<file path="config.mk">
export PLATFORM = sky130hd
export DESIGN_NAME = if_prefetch_queue
export DESIGN_NICKNAME = d
export VERILOG_FILES = /design/src/rtl/if_prefetch_queue.sv
export SDC_FILE = /design/constraint.sdc
export NUM_CORES = 1
export LEC_CHECK = 0
export BUFFER_PORTS_ARGS = -buffer_cell sky130_fd_sc_hd__buf_2
export CAP_MARGIN = 25
export CORE_ASPECT_RATIO = 1.5
export CORE_MARGIN = 5
export CORE_UTILIZATION = 53
export DETAILED_ROUTE_END_ITERATION = 7
export PLACE_DENSITY = 0.83
export SKIP_CTS_REPAIR_TIMING = 1
export SYNTH_ARGS = -nofsm -noshare
export SYNTH_HDL_FRONTEND = slang
export SYNTH_SLANG_ARGS = --single-unit
</file>
<file path="constraint.sdc">
create_clock -name clk -period 3.81 [get_ports clk]
set_input_delay 0.762 -clock clk [delete_from_list [all_inputs] [get_ports clk]]
set_output_delay 0.762 -clock clk [all_outputs]
set_load 0.01 [all_outputs]
</file>
<file path="src/rtl/if_prefetch_queue.sv">
// ---------------------------------------------------------------------------
// if_prefetch_queue
//   Instruction-fetch front end with a small first-word-fall-through queue
//   that sits in front of the IF/ID buffer. It owns the PC, drives the
//   combinational instruction-memory address, and buffers {PC+4, instr}
//   pairs. This lets fetch keep running while decode is stalled.
//   A taken branch from MEM redirects the PC and flushes the queue.
//
// Ports
//   clk, rst      rising-edge clock, synchronous active-high reset
//   redirect      taken-branch strobe from MEM
//   redirect_pc   branch target (bits [1:0] ignored)
//   imem_addr     word-aligned fetch address (driven from the PC register)
//   imem_data     instruction word for imem_addr, same cycle
//   out_ready     decode accepts the head entry this cycle
//   out_valid     head entry is valid
//   out_npc       PC+4 of the head instruction (0 when empty)
//   out_instr     head instruction word (0 / nop when empty)
//   count         number of occupied queue entries
// ---------------------------------------------------------------------------
module if_prefetch_queue #(
  parameter int          DEPTH    = 4,
  parameter logic [31:0] RESET_PC = 32'h0000_0000
) (
  input  logic                       clk,
  input  logic                       rst,
  input  logic                       redirect,
  input  logic [31:0]                redirect_pc,
  output logic [31:0]                imem_addr,
  input  logic [31:0]                imem_data,
  input  logic                       out_ready,
  output logic                       out_valid,
  output logic [31:0]                out_npc,
  output logic [31:0]                out_instr,
  output logic [$clog2(DEPTH+1)-1:0] count
);

  localparam int CW = $clog2(DEPTH+1);
  localparam int PW = $clog2(DEPTH);

  logic [31:0]   pc_q, pc_d;
  logic [PW-1:0] head_q, head_d;
  logic [PW-1:0] tail_q, tail_d;
  logic [CW-1:0] cnt_q, cnt_d;

  logic [31:0]   npc_mem_q   [DEPTH];
  logic [31:0]   instr_mem_q [DEPTH];

  logic          push, pop;
  logic [31:0]   pc_plus4;

  assign pc_plus4  = pc_q + 32'd4;   // wraps modulo 2^32
  assign imem_addr = {pc_q[31:2], 2'b00};

  assign out_valid = (cnt_q != '0);
  assign out_npc   = out_valid ? npc_mem_q[head_q]   : 32'h0;
  assign out_instr = out_valid ? instr_mem_q[head_q] : 32'h0;
  assign count     = cnt_q;

  // Gating with out_valid means out_ready is ignored when the queue is empty.
  assign pop  = out_valid & out_ready;
  // A full queue can still take a new word in a cycle that also drains one.
  assign push = !redirect & ((cnt_q < CW'(DEPTH)) | pop);

  always_comb begin
    pc_d   = pc_q;
    head_d = head_q;
    tail_d = tail_q;
    cnt_d  = cnt_q;
    if (redirect) begin
      // A same-cycle pop has already been consumed by decode, so the entire
      // queue is dropped. Fetch restarts from the target on the next edge.
      pc_d   = {redirect_pc[31:2], 2'b00};
      head_d = '0;
      tail_d = '0;
      cnt_d  = '0;
    end else begin
      if (push) begin
        pc_d   = pc_plus4;
        tail_d = tail_q + PW'(1);
      end
      if (pop) head_d = head_q + PW'(1);
      unique case ({push, pop})
        2'b10:   cnt_d = cnt_q + CW'(1);
        2'b01:   cnt_d = cnt_q - CW'(1);
        default: cnt_d = cnt_q;
      endcase
    end
  end

  always_ff @(posedge clk) begin
    if (rst) begin
      pc_q   <= RESET_PC;
      head_q <= '0;
      tail_q <= '0;
      cnt_q  <= '0;
    end else begin
      pc_q   <= pc_d;
      head_q <= head_d;
      tail_q <= tail_d;
      cnt_q  <= cnt_d;
    end
  end

  // The data storage needs no reset. Entries are only visible through
  // out_* when cnt_q says they are valid.
  always_ff @(posedge clk) begin
    if (!rst && push) begin
      npc_mem_q[tail_q]   <= pc_plus4;
      instr_mem_q[tail_q] <= imem_data;
    end
  end

endmodule

</file>
Yosys cells after proc, flatten, opt, wreduce, memory -nomap -nowiden
Memories as Yosys holds them, arrays and structs flattened. A register that Yosys moved wholly into a read port is not among the register bits.
Index checks and enable logic that the tools add are counted.

storage, ports and cells
  RAM bits = 256
  input port bits = 68
  memories = 2
  register bits = 39
  output and inout bits = 100
  word-level logic and storage cells = 36

cells by class
  reduce and logical (&&, ||, !) cells = 7
  bitwise logic cells = 3
  eq/ne operators = 2
  magnitude comparators = 1
  $add $sub $neg = 5
  muxes and demuxes = 11

memory list
  memory       words  bits a word  rd ports  clocked after memory_dff  write ports  line  RTL
  instr_mem_q  4      32           1         1                         1            47    logic [31:0] instr_mem_q [DEPTH];
  npc_mem_q    4      32           1         1                         1            46    logic [31:0] npc_mem_q [DEPTH];

operators with widths
  kind                                              number
  two-way mux 32 bit                                4
  adder 32 x 3 -> 32 bit, second input constant     1
  two-way mux 2 bit                                 4
  case mux 3 bit (2 select lines)                   1
  adder 2 x 1 -> 2 bit, second input constant       2
  nonzero test 2 bit                                2
  adder 3 x 1 -> 3 bit, second input constant       1
  < comparator 3 bit, second input constant         1
  nonzero test 3 bit                                1
  subtractor 3 x 1 -> 3 bit, second input constant  1
  AND 1 bit                                         2
  == test 2 x 1 -> 1 bit, second input constant     1
  == test 2 bit, second input constant              1
  logical NOT 1 bit                                 2
  two-way mux 1 bit                                 2
  OR reduction 2 bit                                1
  logical AND 1 bit                                 1
  bitwise OR 1 bit                                  1

Longest topological paths before layout
  depth after elaboration = 7
  depth in mapped cells = 10
  depth with buffers taken out = 8

Worst setup path after synthesis
Ideal clock, no wire load.

  path kind = input-to-reg
  from = input redirect
  to = memory instr_mem_q[0][0], enable pin
  stages = 3
  slack = 0.645 ns
  data arrival time = 2.738 ns
  required time = 3.383 ns
  path buffers = 1
  library setup time = 0.427 ns
  path through = clkbuf_1 > nor2_1 > and3_1

between the ends
  cells in the longest elaborated chain, start to end = 5

ends and longest elaborated chain
  element                                  line  RTL
  from (decl)                              27    input logic redirect,
  logical NOT 1 bit                        63    assign push = !redirect & ((cnt_q < CW'(DEPTH)) | pop);
  AND 1 bit                                63
  logical AND 1 bit                        108   if (!rst && push) begin
  two-way mux 1 bit                        108
  two-way mux 1 bit (implied by the code)  110   instr_mem_q[tail_q] <= imem_data;
  to (decl)                                47

No other way between the ends.

==> qor.txt <==
status: completed
DR vias: 7277
flops & latches, synth: 287
Post-layout nets: 1000
post-route ant nets: 0
Crit Path Max Fanout: 26
final instance area: 14300 sq um
Syn Area/Cell: 15.9 sq um
crit path DAT: 2.48 ns
Compound-Gate Fraction of Synth Area: 3.75%
Setup-failing EPs final: 0
yosys warns: 0
Post-synth EDFFs: 248
largest family of logic cells by synthesized area: multiplexers
Final Critical Period: 3.24 ns
H-tree depth: 1
GPL Wtd Cong: 0.864
critical path class: register to output port
Unique masters post-synth: 53
Mapped Area: 12100 sq um
pre-CTS WS: 0.984 ns
adder-cell share of the synthesized area: 0.783%
FF-to-FF path depth: 4
Worst R2R Start: pc_q[9]$_SDFFE_PP0P_
largest net degree at the start of global routing: 40
Cell Rows: 67
asr flop ratio synth: 0%
final WL: 26200 microns
XOR/XNOR share of the synthesized area: 2.74%
Worst Max-Slew Pin Slew: 1.07 ns
simple-gate share of the synthesized area: 11.3%
CTS Buf Count: 26
Top FF cell, synth: edfxtp_1
placed cell area: 13300 sq um
Sinks on Clock Net: 287
GRT Total Usage: 19.9%
Max Slew Vio Count: 0
Layout area overhead: 17.6%
period utilisation layout: 85.1%
worst hold stages: 1
Synth area leaders: edfxtp_1 61%, mux4_2 11%, dfxtp_1 6.4%
worst path required time: 3.05 ns
proportion of synthesized area in mux cells: 11.5%
Avg WL per Cell: 21.4 microns
Syn Inst Count: 764
CTS max path bufs: 3
core area: 22500 sq um
post-synth top area cell: edfxtp_1
First-pass DRT Iterations: 5
Highest Clock Rate: 308 MHz
CTS tree: done
Remaining Overflow, GRT: 0
first-pass GRT wire length: 41200 microns
width of the die: 134 microns
vias in the first global route: 7504
Initial Util: 54.0%
buffers added on ports: 161
number of I/O pins: 168
Seq/Total Area, Yosys: 67.8%
crit path capture type: output port
vias per inst: 5.96
Pleak: 0.00495 uW
Clock Root Buffer: clkbuf_16
initial DRC count: 434
Post-Route Setup TNS: 0 ns
reg2reg end: npc_mem_q[1][29]$_DFFE_PP_
count of maximum capacitance violations: 0
setup ws final: 0.568 ns
Hold/Removal Path Class: input pin to register
DR DRC count: 0
CP startpoint kind: register
peak supply drop: 0.331 mV
R2R Setup Slk: 1.06 ns
layout cell share with drive strength beyond 1: 32.0%
RSZ-0062 raised after global routing: no
Die Area: 26100 sq um
min-delay src: imem_data[24]
final hold violation count: 0
antenna violations before repair: 0
top-area cell type share of the netlist area: 61.3%
Die H: 195 microns
dpl hpwl: 17200 microns
Cell Pwr Density: 475 nW/um^2
worst-skew pair later-pin latency: 0.52 ns
WHS Endpoint: instr_mem_q[2][24]$_DFFE_PP_
Overall Power: 6770 uW
Relative slew margins: 27.9%
antenna cells: 0
Setup Skew: 0.0287 ns
Worst-path clk slew: 0.07 ns
synthesized netlist by cell type, drive strengths merged, types with 8 or more instances:
cell	count
edfxtp	248
and2	66
mux4	62
dfxtp	39
nand2	37
nor2	36
clkbuf	34
xnor2	26
nand3	22
nand4	20
nor3	17
buf	16
xor2	12
inv	11
or3	11
a311oi	10
a21oi	8
sequential cells by signal (all words and copies together), names as in the netlist, named ones only:
name and cells:
count 3, npc_mem_q 120, instr_mem_q 128, pc_q 30, tail_q 2, head_q 2
cell type report:
| cell class | count | area [sq um] |
|---|---|---|
| fillers | 1629 | 8190 |
| multi-input cells | 419 | 3680 |
| well taps | 276 | 345 |
| repair buffers | 180 | 1050 |
| clock inverters | 14 | 199 |
| flip-flops and latches | 287 | 8230 |
| clock buffers | 34 | 732 |
| inverters | 11 | 41.3 |
layer usage:
layer,routed length (microns),global-route usage [%]
met5,0,0
met4,681,6.02
met3,1610,2.47
met2,14000,35.7
met1,9890,25.3
cells by family (layout without fill, tap and decap cells):
kind of cell,after synthesis,count (layout)
compound gates,60,60
xor+xnor,38,38
fa+ha+maj,7,7
buf+inv,61,239
flops,287,287
mux,62,62
other cells,1,4
simple gates,248,248
where the power goes:
group | switching, uW | internal [uW] | total (uW)
clock network | 1120 | 1640 | 2760
logic | 256 | 191 | 447
registers | 65.3 | 3500 | 3570
worst max path at each step:
stage                     depth (start not counted)                           end  slack (ns)      from
final                                             4                    out_npc[2]        0.57  register
after global routing                              4                    out_npc[4]        0.38  register
after CTS                                         4                    out_npc[2]        0.48  register
after detailed placement                          4  instr_mem_q[0][21]$_DFFE_PP_        0.98       rst
after global placement                            4  instr_mem_q[1][21]$_DFFE_PP_        0.99  redirect
after floorplan                                   3   instr_mem_q[0][0]$_DFFE_PP_        0.64  redirect
metrics by stage:
step	hold slack (ns)	cells	util [%]
4_1_cts	0.428	1221	63.5
3_5_place_dp	0.486	1173	59.4
5_1_grt	0.436	1221	63.5
2_1_floorplan	0.465	767	-
3_3_place_gp	0.478	1173	59.4
6_report	0.447	1221	63.5
layout by cell type (no fill, tap or decap), types with 5 or more instances in the layout:
cell type	n
nand2_1	37
buf_2	161
nor3_1	17
or3_1	9
xor2_1	12
mux4_2	62
dfxtp_1	37
xnor2_1	26
a31oi_1	5
o21ai_0	7
a311o_1	5
inv_1	11
nand4_1	20
nor2_1	36
a21oi_1	8
and3_2	5
a311oi_1	10
a211oi_1	5
buf_12	8
nand3_1	21
and2_1	66
buf_4	11
nor4_1	6
ha_1	6
clkbuf_16	27
edfxtp_1	248
worst max-delay path: stages (launching register included):
cell     delay, ns
dfxtp_4       0.70
buf_4         0.40
mux4_2        0.56
and2_1        0.17
buf_2         0.13
No activity file was read; power rests on OpenSTA's default activity.
